--- src/rtl/pcu_pkg.sv ---
// Shared encodings for the phase control unit: opcodes, command codes,
// FSM states and the datapath control vector.
package pcu_pkg;

  typedef enum logic [1:0] {
    OP_LD  = 2'b00,
    OP_ST  = 2'b01,
    OP_BR  = 2'b10,
    OP_ALU = 2'b11
  } op_e;

  typedef enum logic [4:0] {
    CMD_NOP = 5'd0, CMD_ARITH, CMD_CMP, CMD_MOV, CMD_IN, CMD_OUT,
    CMD_HLT, CMD_LD, CMD_ST, CMD_LI, CMD_JMP
  } cmd_e;

  typedef enum logic [1:0] {S_IDLE, S_RUN, S_WAIT, S_HALT} state_e;

  typedef struct packed {
    logic       aluc_e, ar_e, br_e, dr_e, mdr_e, ir_e, reg_e;
    logic       genr_w, mem_e, mem_w, jump, out_s;
    logic [6:0] mux_s;   // {m8,m7,m6,m5,m4,m3,m2}
  } ctrl_t;

  localparam int CTRL_W  = $bits(ctrl_t);
  localparam int ALU_LSB = 4;

  // alu_op sub-codes (op == OP_ALU)
  localparam logic [3:0] AO_ADD = 4'd0,  AO_SUB = 4'd1,  AO_AND = 4'd2,  AO_OR  = 4'd3;
  localparam logic [3:0] AO_XOR = 4'd4,  AO_CMP = 4'd5,  AO_MOV = 4'd6,  AO_SLL = 4'd7;
  localparam logic [3:0] AO_SRL = 4'd8,  AO_SRA = 4'd9,  AO_IN  = 4'd10, AO_OUT = 4'd11;
  localparam logic [3:0] AO_HLT = 4'd12;

  // r1 sub-codes (op == OP_BR)
  localparam logic [2:0] BR_LI = 3'd0, BR_B = 3'd1, BR_BE = 3'd2, BR_BLT = 3'd3;
  localparam logic [2:0] BR_BLE = 3'd4, BR_BNE = 3'd5;

  localparam logic [6:0] M2 = 7'b0000001, M3 = 7'b0000010, M4 = 7'b0000100;
  localparam logic [6:0] M5 = 7'b0001000, M6 = 7'b0010000, M7 = 7'b0100000;
  localparam logic [6:0] M8 = 7'b1000000;

  localparam ctrl_t CTRL_NOP = '{reg_e: 1'b1, default: '0};

  function automatic ctrl_t cmd_ctrl(cmd_e c);
    ctrl_t v;
    v = '0;
    case (c)
      CMD_ARITH: begin v.aluc_e = 1'b1; v.ar_e = 1'b1; v.br_e = 1'b1; v.dr_e = 1'b1;
                       v.genr_w = 1'b1; v.mux_s = M2; end
      CMD_CMP:   begin v.aluc_e = 1'b1; v.ar_e = 1'b1; v.br_e = 1'b1; end
      CMD_MOV:   begin v.br_e = 1'b1; v.dr_e = 1'b1; v.genr_w = 1'b1; v.mux_s = M4; end
      CMD_IN:    begin v.dr_e = 1'b1; v.genr_w = 1'b1; v.mux_s = M5; end
      CMD_OUT:   begin v.ar_e = 1'b1; v.out_s = 1'b1; end
      CMD_HLT:   v = '0;
      CMD_LD:    begin v.ar_e = 1'b1; v.mem_e = 1'b1; v.mdr_e = 1'b1; v.dr_e = 1'b1;
                       v.genr_w = 1'b1; v.mux_s = M6; end
      CMD_ST:    begin v.ar_e = 1'b1; v.br_e = 1'b1; v.mem_e = 1'b1; v.mem_w = 1'b1;
                       v.mux_s = M7; end
      CMD_LI:    begin v.dr_e = 1'b1; v.genr_w = 1'b1; v.mux_s = M8; end
      CMD_JMP:   begin v.jump = 1'b1; v.mux_s = M3; end
      default:   v = CTRL_NOP;
    endcase
    return v;
  endfunction

endpackage

--- src/rtl/phase_control_unit_decode.sv ---
// Combinational decode of the latched IR fields and flags into a control vector.
// Untaken branches and undefined codes fall through to the NOP vector.
module pcu_decode
  import pcu_pkg::*;
(
  input  logic [1:0]        op,
  input  logic [2:0]        r1,
  input  logic [3:0]        alu_op,
  input  logic              s,
  input  logic              z,
  input  logic              v,
  output logic [CTRL_W-1:0] ctrl,
  output logic              is_hlt
);

  cmd_e cmd;

  always_comb begin
    cmd = CMD_NOP;
    case (op_e'(op))
      OP_LD: cmd = CMD_LD;
      OP_ST: cmd = CMD_ST;
      OP_BR: begin
        case (r1)
          BR_LI:  cmd = CMD_LI;
          BR_B:   cmd = CMD_JMP;
          BR_BE:  if (z)             cmd = CMD_JMP;
          BR_BLT: if (s ^ v)         cmd = CMD_JMP;
          BR_BLE: if (z | (s ^ v))   cmd = CMD_JMP;
          BR_BNE: if (!z)            cmd = CMD_JMP;
          default: cmd = CMD_NOP;
        endcase
      end
      OP_ALU: begin
        case (alu_op)
          AO_ADD, AO_SUB, AO_AND, AO_OR, AO_XOR,
          AO_SLL, AO_SRL, AO_SRA: cmd = CMD_ARITH;
          AO_CMP:  cmd = CMD_CMP;
          AO_MOV:  cmd = CMD_MOV;
          AO_IN:   cmd = CMD_IN;
          AO_OUT:  cmd = CMD_OUT;
          AO_HLT:  cmd = CMD_HLT;
          default: cmd = CMD_NOP;
        endcase
      end
      default: cmd = CMD_NOP;
    endcase
  end

  assign ctrl   = cmd_ctrl(cmd);
  assign is_hlt = (cmd == CMD_HLT);

endmodule

--- src/rtl/phase_control_unit.sv ---
// Sequential control unit: phase counter, latched IR/flags, memory-wait stall
// with bus-error timeout, HLT/resume handshake and retired-instruction count.
module phase_control_unit
  import pcu_pkg::*;
#(
  parameter int INSTR_W    = 16,
  parameter int NPHASE     = 6,
  parameter int MEM_PHASE  = 4,
  parameter int WB_PHASE   = 5,
  parameter int WAIT_LIMIT = 15,
  parameter int CNT_W      = 16
) (
  input  logic               clk,
  input  logic               rst,
  input  logic               run,
  input  logic [INSTR_W-1:0] instruction,
  input  logic               S,
  input  logic               Z,
  input  logic               C,
  input  logic               V,
  input  logic               mem_rdy,
  output logic               aluc_e,
  output logic               ar_e,
  output logic               br_e,
  output logic               dr_e,
  output logic               mdr_e,
  output logic               ir_e,
  output logic               reg_e,
  output logic               genr_w,
  output logic               mem_e,
  output logic               mem_w,
  output logic               jump,
  output logic               out_s,
  output logic [6:0]         mux_s,
  output logic [5:0]         alu_instruction,
  output logic [2:0]         phase,
  output logic               hlt,
  output logic               bus_err,
  output logic [CNT_W-1:0]   retired
);

  localparam int         WC_W = $clog2(WAIT_LIMIT + 1);
  localparam logic [2:0] LAST = 3'(NPHASE - 1);
  localparam logic [2:0] MEMP = 3'(MEM_PHASE);
  localparam logic [2:0] WBP  = 3'(WB_PHASE);

  state_e              state, state_nx;
  logic [2:0]          phase_nx;
  logic [WC_W-1:0]     wait_cnt, wait_nx;
  logic [INSTR_W-1:0]  ir_q;
  logic                s_q, z_q, v_q;
  logic                retire, set_err, stall, dec_hlt, active;
  logic [CTRL_W-1:0]   dec_raw;
  ctrl_t               dec, ctl;
  logic [5:0]          alu_instr;
  logic                unused_in;

  assign unused_in = ^{C, ir_q[ALU_LSB-1:0]};

  pcu_decode u_dec (
    .op     (ir_q[INSTR_W-1 -: 2]),
    .r1     (ir_q[INSTR_W-3 -: 3]),
    .alu_op (ir_q[ALU_LSB +: 4]),
    .s      (s_q),
    .z      (z_q),
    .v      (v_q),
    .ctrl   (dec_raw),
    .is_hlt (dec_hlt)
  );

  assign dec    = ctrl_t'(dec_raw);
  assign active = (state == S_RUN) || (state == S_WAIT);
  assign stall  = active && (phase == MEMP) && dec.mem_e && !mem_rdy;

  // Phase 0 is dead, phase 1 fetches, later phases carry the gated decode.
  always_comb begin
    ctl       = '0;
    alu_instr = '0;
    if (active) begin
      if (phase == 3'd1) begin
        ctl.ir_e = 1'b1;
      end else if (phase >= 3'd2) begin
        ctl        = dec;
        ctl.genr_w = dec.genr_w & (phase == WBP);
        ctl.mem_w  = dec.mem_w & (phase == MEMP);
        alu_instr  = (ir_q[INSTR_W-1 -: 2] == 2'b11) ? {ir_q[INSTR_W-1 -: 2], ir_q[ALU_LSB +: 4]}
                                                     : ir_q[INSTR_W-1 -: 6];
      end
    end
  end

  always_comb begin
    state_nx = state;
    phase_nx = phase;
    wait_nx  = wait_cnt;
    retire   = 1'b0;
    set_err  = 1'b0;
    case (state)
      S_IDLE, S_HALT: begin
        if (run) begin
          state_nx = S_RUN;
          phase_nx = '0;
        end
      end
      S_RUN, S_WAIT: begin
        if (stall) begin
          if (wait_cnt == WC_W'(WAIT_LIMIT - 1)) begin
            state_nx = S_HALT;
            set_err  = 1'b1;
            wait_nx  = '0;
          end else begin
            state_nx = S_WAIT;
            wait_nx  = wait_cnt + WC_W'(1);
          end
        end else if (state == S_RUN && phase == 3'd2 && dec_hlt) begin
          state_nx = S_HALT;
          retire   = 1'b1;
        end else begin
          state_nx = S_RUN;
          wait_nx  = '0;
          if (phase == LAST) begin
            phase_nx = '0;
            retire   = 1'b1;
          end else begin
            phase_nx = phase + 3'd1;
          end
        end
      end
      default: state_nx = S_IDLE;
    endcase
  end

  always_ff @(posedge clk) begin
    if (rst) begin
      state    <= S_IDLE;
      phase    <= '0;
      wait_cnt <= '0;
      ir_q     <= '0;
      s_q      <= 1'b0;
      z_q      <= 1'b0;
      v_q      <= 1'b0;
      hlt      <= 1'b0;
      bus_err  <= 1'b0;
      retired  <= '0;
    end else begin
      state    <= state_nx;
      phase    <= phase_nx;
      wait_cnt <= wait_nx;
      hlt      <= (state_nx == S_HALT);
      if (set_err) bus_err <= 1'b1;
      if (retire)  retired <= retired + CNT_W'(1);
      if (state == S_RUN && phase == 3'd1) begin
        ir_q <= instruction;
        s_q  <= S;
        z_q  <= Z;
        v_q  <= V;
      end
    end
  end

  assign aluc_e          = ctl.aluc_e;
  assign ar_e            = ctl.ar_e;
  assign br_e            = ctl.br_e;
  assign dr_e            = ctl.dr_e;
  assign mdr_e           = ctl.mdr_e;
  assign ir_e            = ctl.ir_e;
  assign reg_e           = ctl.reg_e;
  assign genr_w          = ctl.genr_w;
  assign mem_e           = ctl.mem_e;
  assign mem_w           = ctl.mem_w;
  assign jump            = ctl.jump;
  assign out_s           = ctl.out_s;
  assign mux_s           = ctl.mux_s;
  assign alu_instruction = alu_instr;

endmodule
--- config.mk ---
export PLATFORM = sky130hd
export DESIGN_NAME = phase_control_unit
export DESIGN_NICKNAME = d
export VERILOG_FILES = /design/src/rtl/pcu_pkg.sv /design/src/rtl/phase_control_unit_decode.sv /design/src/rtl/phase_control_unit.sv
export SDC_FILE = /design/constraint.sdc
export NUM_CORES = 1
export LEC_CHECK = 0
export ABC_AREA = 1
export BUFFER_PORTS_ARGS = -buffer_cell sky130_fd_sc_hd__buf_2
export CAP_MARGIN = 20
export CORE_MARGIN = 2
export CORE_UTILIZATION = 53
export DETAILED_ROUTE_END_ITERATION = 8
export HOLD_SLACK_MARGIN = 0.03
export PLACE_DENSITY_LB_ADDON = 0.08
export SETUP_SLACK_MARGIN = 0.02
export SLEW_MARGIN = 20
export SYNTH_ARGS = -nofsm -noshare
export SYNTH_HDL_FRONTEND = slang
export SYNTH_HIERARCHICAL = 1
export SYNTH_SLANG_ARGS = --single-unit
--- constraint.sdc ---
create_clock -name clk -period 2.5 [get_ports clk]
set_clock_uncertainty 0.05 [all_clocks]
set_input_delay 0.125 -clock clk [delete_from_list [all_inputs] [get_ports clk]]
set_output_delay 0.125 -clock clk [all_outputs]
set_load 0.05 [all_outputs]
## Yosys cells after proc, flatten, opt, wreduce, memory -nomap -nowiden

Memory sizes are Yosys's and may differ from the RTL's. A register that Yosys moved wholly into a read port is not among the register bits.
Cells that the tools add are included.

- Add/subtract/negate cells: 3
- Magnitude comparators: 1
- Equal/unequal tests: 31
- Mux-type cells: 48
- Bitwise operators: 4
- Reduce and logical (&&, ||, !) cells: 21

Operators by type and width:

| kind | count |
|---|---|
| $pmux 7 s7 | 1 |
| $mux 4 | 10 |
| $mux 19 | 2 |
| $pmux 5 s6 | 1 |
| $eq 5x3->1 const B | 4 |
| $pmux 5 s4 | 1 |
| $mux 1 | 19 |
| $mux 6 | 3 |
| $add 16x1->16 const B | 1 |
| $eq 5x4->1 const B | 3 |
| $mux 13 | 1 |
| $eq 3x3->1 const B | 4 |
| $mux 3 | 4 |
| $eq 2x2->1 const B | 5 |
| $eq 5x2->1 const B | 2 |
| $reduce_or 10->1 | 1 |
| $reduce_or 5->1 | 2 |
| $eq 3x2->1 const B | 3 |
| $ne 2x2->1 const B | 4 |
| $reduce_or 2->1 | 4 |
| $eq 3x1->1 const B | 2 |
| $logic_and 1x1->1 | 6 |
| $mux 2 | 3 |
| $pmux 3 s2 | 1 |
| other kinds (18) | 21 |

- Register bits after elaboration: 46
- Memory bits (read-only): 48
- Output and inout port bits: 46
- Memories kept: 1

Memory list:

| name | depth | bits a word | rd ports | clocked after Yosys merged registers in | write ports | RTL line | text |
|---|---|---|---|---|---|---|---|
| (no name shown) | 16 | 3 | 1 | 1 | 0 | phase_control_unit_decode.sv:35 | `case (alu_op)` |

## Longest topological paths before layout

Gate-level depths: netlist of run 1.

- Word-level depth: 13
- Depth in mapped cells: 17

## Modules after synthesis

Netlist of run 1, hierarchy kept.

By module, submodules not included:

| module | times used | cells an instance | area each (um^2) |
|---|---|---|---|
| phase_control_unit | 1 | 337 | 2182.1 |
| pcu_decode | 1 | 92 | 467.9 |

## Worst setup path after synthesis of run 1

Ideal clock, no wire load.

- Path kind: reg2out
- Start point: register, netlist name ir_q[4]
- End point: output genr_w
- Arrival: 2.397 ns
- Data required time: 2.325 ns
- Slack: -0.072 ns
- Stages on the path, launching flop included: 11
- Buffers on the path: 0
- Path through: dfxtp_1 inv_1 ha_1 nand2_1 nand2_1 a21oi_4 nand4_1 nand2_1 inv_1 nand2_1 nor3b_1

RTL lines:

| item | RTL line | text |
|---|---|---|
| end: declaration | phase_control_unit.sv:29 | `output logic genr_w,` |

==> flow_metrics.env, run 1 <==
export IMPL_netSwitchingFraction_pct=27.7
export IMPL_tightestPinTransition_ps=536
export IMPL_clock_latency_ps=300
export IMPL_fin_nets=517
export IMPL_ys_ff_latch=40
export IMPL_die_area_um2=5580
export IMPL_power_leakage_nw=1.46
export IMPL_yosysWarningCount=6
export IMPL_drc=0
export IMPL_outcome="completed"
export IMPL_cp_arrival_ps=2100
export IMPL_cpMostUsedCell="nand2_1"
export IMPL_cts_htree_levels=2
export IMPL_yosysUniqueCellTypes=31
export IMPL_hold_slack_ps=52.7
export IMPL_fp_dieH_um=74.7
export IMPL_path_buf_inv=3
export IMPL_hold_path_class="input pin to flip-flop"
export IMPL_first_iter_violations=101
export IMPL_antennaDiodeCount=0
export IMPL_syn_instance_count=429
export IMPL_clockPowerShare_pct=39.3
export IMPL_clk_path_buf_depth=2
export IMPL_antenna_found_initial=0
export IMPL_overflow=0
export IMPL_setup_violations=0
export IMPL_cts_sinks=40
export IMPL_crit_type="flip-flop to primary output"
export IMPL_drive_gt1_share_pct=21.6
export IMPL_globalplace_congestion=0.840
export IMPL_period_share_pct=91.1
export IMPL_crit_chain="inv_1, ha_1, nand2_1, nand2_1, a21oi_4, nand4_1, nand2_1, inv_1, nand2_1, nor3b_2, buf_2"
export IMPL_tns_ps=0
export IMPL_rsz0062_at_grt="false"
export IMPL_max_freq_mhz=439
export IMPL_slew_violations=0
export IMPL_grt_util_met1_pct=27.8
export IMPL_grt_util_met2_pct=36.6
export IMPL_cp_slowest_stage_delay_ps=360
export IMPL_clk_pin_slew_ps=80
export IMPL_syn_nets=460
export IMPL_numCtsBuffers=5
export IMPL_reg2reg_setup_slack_ps=320
export IMPL_routed_wl_mm=5.84
export IMPL_endpoint_kind="primary output"
export IMPL_seq_area_frac_synth_pct=30.2
export IMPL_critPathLaunchType="flip-flop"
export IMPL_routed_via_density=4.89
export IMPL_cts_tree="built"
export IMPL_grt_pass1_wl_mm=9.58
export IMPL_maxCapViolCount=0
export IMPL_dpl_cell_count=544
export IMPL_io_pins=70
export IMPL_p_seq_share_pct=47.9
export IMPL_grt_use_met3_pct=4.55
export IMPL_avgSynthCellArea_um2=6.18
export IMPL_cp_max_fo=6
export IMPL_finalHoldViolations=0
export IMPL_routedWlPerCell_um=10.5
export IMPL_ir_drop_mv=0.280
export IMPL_grt_max_degree=27
export IMPL_vias=2710
export IMPL_pwr_share_comb_pct=12.8
export IMPL_slowest_stage="dfxtp_1"
export IMPL_cp_required_ps=2330
export IMPL_initial_core_util_pct=55.4
export IMPL_syn2layout_area_growth_pct=17.2
export IMPL_period_minus_slack_ps=2280
export IMPL_power_density_nw_per_um2=450
export IMPL_relSlewSlack_pct=64.2
export IMPL_grt_pass1_vias=2260
export IMPL_netlist_area_um2=2650
export IMPL_dp_hpwl_mm=4.36
export IMPL_p_int_w=0.00101
export IMPL_dieWidth_um=74.7
export IMPL_instances_no_fill=554
export IMPL_track_usage_pct=21.8
export IMPL_rows=25
export IMPL_core_area_um2=4790
export IMPL_clockRootBuffer="clkbuf_8"
export IMPL_p_switching_w=0.000387
export IMPL_port_buffers=62
export IMPL_busiest_layer="met2"
export IMPL_antenna_left=0
export IMPL_crit_family="simple AND/OR/NAND/NOR gates"
export IMPL_dr_pass1_iters=5
registers in the layout (all words and copies together), names as in the netlist:
name and flops:
v_q 1, bus_err 1, s_q 1, phase 3
hlt 1, ir_q 10, wait_cnt 4, state 2
retired 16, z_q 1
tightest hold or removal path: stages:
cell     delay (ps)
buf_2            70
o21ai_0          70
a21oi_1         100
metal layers:
layer,share of wire (%),up-vias
met5,0,-
met4,1.5,0
met3,4.9,7
met2,46,65
met1,47,1203
li1,-,1435
synth_stat cells:
cell type / instances / area, um2
nand2_1: 91 / 342
inv_1: 74 / 278
nor2_1: 65 / 244
dfxtp_1: 40 / 801
a21oi_1: 33 / 165
o21ai_0: 30 / 150
nand3_1: 22 / 110
ha_1: 7 / 87.6
nor2_2: 7 / 43.8
clkbuf_1: 6 / 22.5
inv_2: 6 / 22.5
nand2_2: 6 / 37.5
nand4_1: 6 / 37.5
buf_4: 5 / 37.5
nor3_1: 4 / 20.0
xor2_1: 4 / 35.0
a21oi_2: 3 / 26.3
buf_6: 3 / 33.8
a21oi_4: 2 / 32.5
nor2_4: 2 / 22.5
o21ai_1: 2 / 10.0
xnor2_1: 2 / 17.5
and3_1: 1 / 6.26
buf_2: 1 / 5.00
conb_1: 1 / 3.75
nand3_2: 1 / 10.0
nor3_2: 1 / 10.0
nor3b_1: 1 / 7.51
o2111ai_1: 1 / 8.76
o21ai_4: 1 / 16.3
or2_2: 1 / 6.26
final timing paths:
kind,cells past startpoint,from,end
min,3,instruction[11],ir_q[11]
max reg2reg,15,ir_q[13],retired[2]
min reg2reg,2,ir_q[10],ir_q[10]
max,11,ir_q[4],genr_w
area by class of cell:
type	instances	area [um2]
sequential	40	802
fill	475	1680
timing repair buffer	65	345
inverter	80	300
tap	67	83.8
clock buffer	5	68.8
clock inverter	3	46.3
multi-input combinational	294	1460
power groups by stage:
| stage | Clock [W] | Combinational [W] | Sequential [W] |
|---|---|---|---|
| after global placement | 0 | 0.000176 | 0.000684 |
| after floorplan | 0 | 0.000146 | 0.000684 |
| after global routing | 0.000589 | 0.000206 | 0.000673 |
| after CTS | 0.000563 | 0.000180 | 0.000670 |
| final | 0.000549 | 0.000179 | 0.000671 |
| after detailed placement | 0 | 0.000179 | 0.000685 |
metrics by stage:
step | instance area, um2 | util (%) | total power (W) | worst slack [ps]
3_5_place_dp | 2960 | 61.8 | 0.000864 | 154
2_1_floorplan | 2660 | - | 0.000830 | 291
4_1_cts | 3070 | 64.2 | 0.00141 | 166
3_3_place_gp | 2960 | 61.8 | 0.000860 | 237
5_1_grt | 3110 | 64.9 | 0.00147 | 25.8
6_report | 3110 | 64.9 | 0.00140 | 221
cells by family after synthesis:
| family | share of synthesized area, % |
|---|---|
| fa+ha+maj | 3.30 |
| flops | 30.2 |
| simple gates | 33.9 |
| buf+inv | 15.1 |
| xor+xnor | 1.98 |
| other cells | 0.142 |
| compound gates | 15.4 |
repair_timing:
action	in CTS	in global routing
endpoints found under the setup margin	0	16
hold buffers	0	0
setup buffers	0	2
gates resized for setup	0	2
cells in the final DEF (no fill, tap or decap), drive strengths merged:
cell and instances:
nor3 5, nand4 6, a21oi 38, nor2 74
xnor2 2, bufinv 1, o2111ai 1, or2 1
nand2 97, xor2 4, ha 7, conb 1
clkinvlp 1, inv 81, nand3 23, buf 65
dfxtp 40, clkbuf 5, and3 1, o21ai 33
nor3b 1
No activity file was read; power rests on OpenSTA's default activity.
==> run 2: changes to the inputs <==
==> constraint.sdc (replaced) <==
create_clock -name clk -period 2.4 [get_ports clk]
set_clock_uncertainty 0.05 [all_clocks]
set_input_delay 0.12 -clock clk [delete_from_list [all_inputs] [get_ports clk]]
set_output_delay 0.12 -clock clk [all_outputs]
set_load 0.05 [all_outputs]
==> run 2 against run 1 <==
  * Worst setup slack got worse by 98 ps
  * Sequential share of layout area barely moved
  * Final area rose by 0.52%
  * Critical path depth did not move
  * Largest power group unchanged
  * Global-route usage fell by 0.98 points
  * Routed wire length fell by 3.3%
  * Worst hold slack improved by 4.9 ps
  * Core utilization rose by 0.34 points
==> flow_metrics.env, run 2 (synthesis results as in run 1) <==
export IMPL_die_area_um2=5580
export IMPL_clockRootBuffer="clkbuf_8"
export IMPL_routedWlPerCell_um=10.2
export IMPL_layout_commonest_cell="nand2_1"
export IMPL_antenna_left=0
export IMPL_antennaDiodeCount=0
export IMPL_reg2reg_setup_slack_ps=300
export IMPL_period_minus_slack_ps=2280
export IMPL_dr_pass1_iters=4
export IMPL_top_layer_used="met4"
export IMPL_routed_via_density=4.78
export IMPL_cp_max_fo=6
export IMPL_largest_register_ffs=16
export IMPL_clock_latency_ps=300
export IMPL_period_share_pct=94.8
export IMPL_endpoint_kind="primary output"
export IMPL_track_usage_pct=20.8
export IMPL_hold_path_class="input pin to flip-flop"
export IMPL_cts_tree="built"
export IMPL_cp_required_ps=2230
export IMPL_clk_pin_slew_ps=80
export IMPL_wl_met3_um=231
export IMPL_numCtsBuffers=5
export IMPL_outcome="completed"
export IMPL_holdPathStages=3
export IMPL_maxCapViolCount=0
export IMPL_globalplace_congestion=0.843
export IMPL_overflow=0
export IMPL_setup_violations=0
export IMPL_final_util_pct=65.3
export IMPL_fp_dieH_um=74.7
export IMPL_core_area_um2=4790
export IMPL_port_buffers=62
export IMPL_grt_pass1_wl_mm=9.18
export IMPL_syn2layout_area_growth_pct=17.8
export IMPL_min_from="instruction[6]"
export IMPL_drive_gt1_share_pct=22.5
export IMPL_clk_path_buf_depth=2
export IMPL_power_leakage_nw=1.47
export IMPL_min_to="ir_q[6]"
export IMPL_total_power_w=0.00134
export IMPL_cts_htree_levels=2
export IMPL_ir_drop_mv=0.339
export IMPL_relSlewSlack_pct=61.6
export IMPL_finalHoldViolations=0
export IMPL_routed_wl_mm=5.64
export IMPL_grt_max_degree=27
export IMPL_power_density_nw_per_um2=428
export IMPL_cts_sinks=40
export IMPL_mostFrequentLayoutCells="nand2_1 (90), inv_1 (74), nor2_1 (64), buf_2 (56), dfxtp_1 (36)"
export IMPL_drc=0
export IMPL_vias=2657
export IMPL_slew_violations=0
export IMPL_largest_register="retired"
export IMPL_rows=25
export IMPL_rsz0062_at_grt="true"
export IMPL_rr_startpoint="ir_q[5]"
export IMPL_fin_nets=519
export IMPL_dp_hpwl_mm=4.31
export IMPL_io_pins=70
export IMPL_dieWidth_um=74.7
export IMPL_reg_top3="retired: 16 flops, ir_q: 10 flops, wait_cnt: 4 flops"
export IMPL_antenna_found_initial=0
export IMPL_wl_met1_mm=2.75
export IMPL_rr_worst_depth=16
export IMPL_grt_pass1_vias=2165
export IMPL_crit_type="flip-flop to primary output"
export IMPL_cp_arrival_ps=2110
export IMPL_first_iter_violations=108
export IMPL_tightestPinTransition_ps=575
export IMPL_max_freq_mhz=439
export IMPL_critPathLaunchType="flip-flop"
export IMPL_crit_reg2reg_capture="retired[10]"
export IMPL_hold_buffers=0
export IMPL_initial_core_util_pct=55.4
export IMPL_wl_met2_mm=2.59
==> run 2: how the worst max path moves through the flow <==
| stage | start | end | slack [ps] | cells after the start |
|---|---|---|---|---|
| after global placement | ir_q[15] | retired[0] | 220 | 13 |
| after floorplan | phase[1] | alu_instruction[4] | 200 | 5 |
| final | ir_q[4] | genr_w | 120 | 11 |
| after detailed placement | ir_q[15] | retired[0] | 160 | 13 |
| after CTS | ir_q[4] | genr_w | 80 | 11 |
| after global routing | ir_q[5] | genr_w | -8 | 11 |
==> run 2: repair_timing <==
action / 4_1_cts / 5_1_grt
setup endpoints to repair: 0 / 27
gates resized for setup: 0 / 27
setup buffers: 0 / 2
endpoints found under the hold margin: 0 / 0
==> run 2: cell type report <==
cell class                 instances  area (um2)
timing repair buffer              67         378
fill                             475        1660
clock buffer                       7        76.3
tap                               67        83.8
clock inverter                     1        8.76
inverter                          80         300
multi-input combinational        294        1470
sequential                        40         806
==> run 2: routing by layer <==
metal	up-vias	track usage, %
met1	1158	27.5
met4	0	6.15
met5	-	0
met3	7	4.02
met2	54	34.7
li1	1438	-
==> run 2: stage by stage <==
step                TNS, ps  cells  hold slack, ps  setup slack, ps  cell area, um2
global route          -13.6    556            70.3            -8.44            3120
global placement          0    546             346              221            2970
CTS                       0    554            49.2             84.3            3060
finish                    0    556            57.6              124            3120
detailed placement        0    546             355              156            2970
floorplan                 0    429             263              196            2660
==> run 2: worst max-delay path, cell delays in order, from the launching register on <==
cell	delay [ps]
dfxtp_2	340
inv_1	60
ha_1	290
nand2_1	70
nand2_1	80
a21oi_4	230
nand4_1	150
nand2_1	80
inv_1	40
nand2_1	70
nor3b_2	200
buf_6	190
==> run 2: report_power, final <==
group	switching [W]	internal [W]	total, W
combinational	0.000128	0.0000632	0.000192
clock	0.000240	0.000208	0.000448
sequential	0.0000190	0.000679	0.000698
total	0.000387	0.000951	0.00134
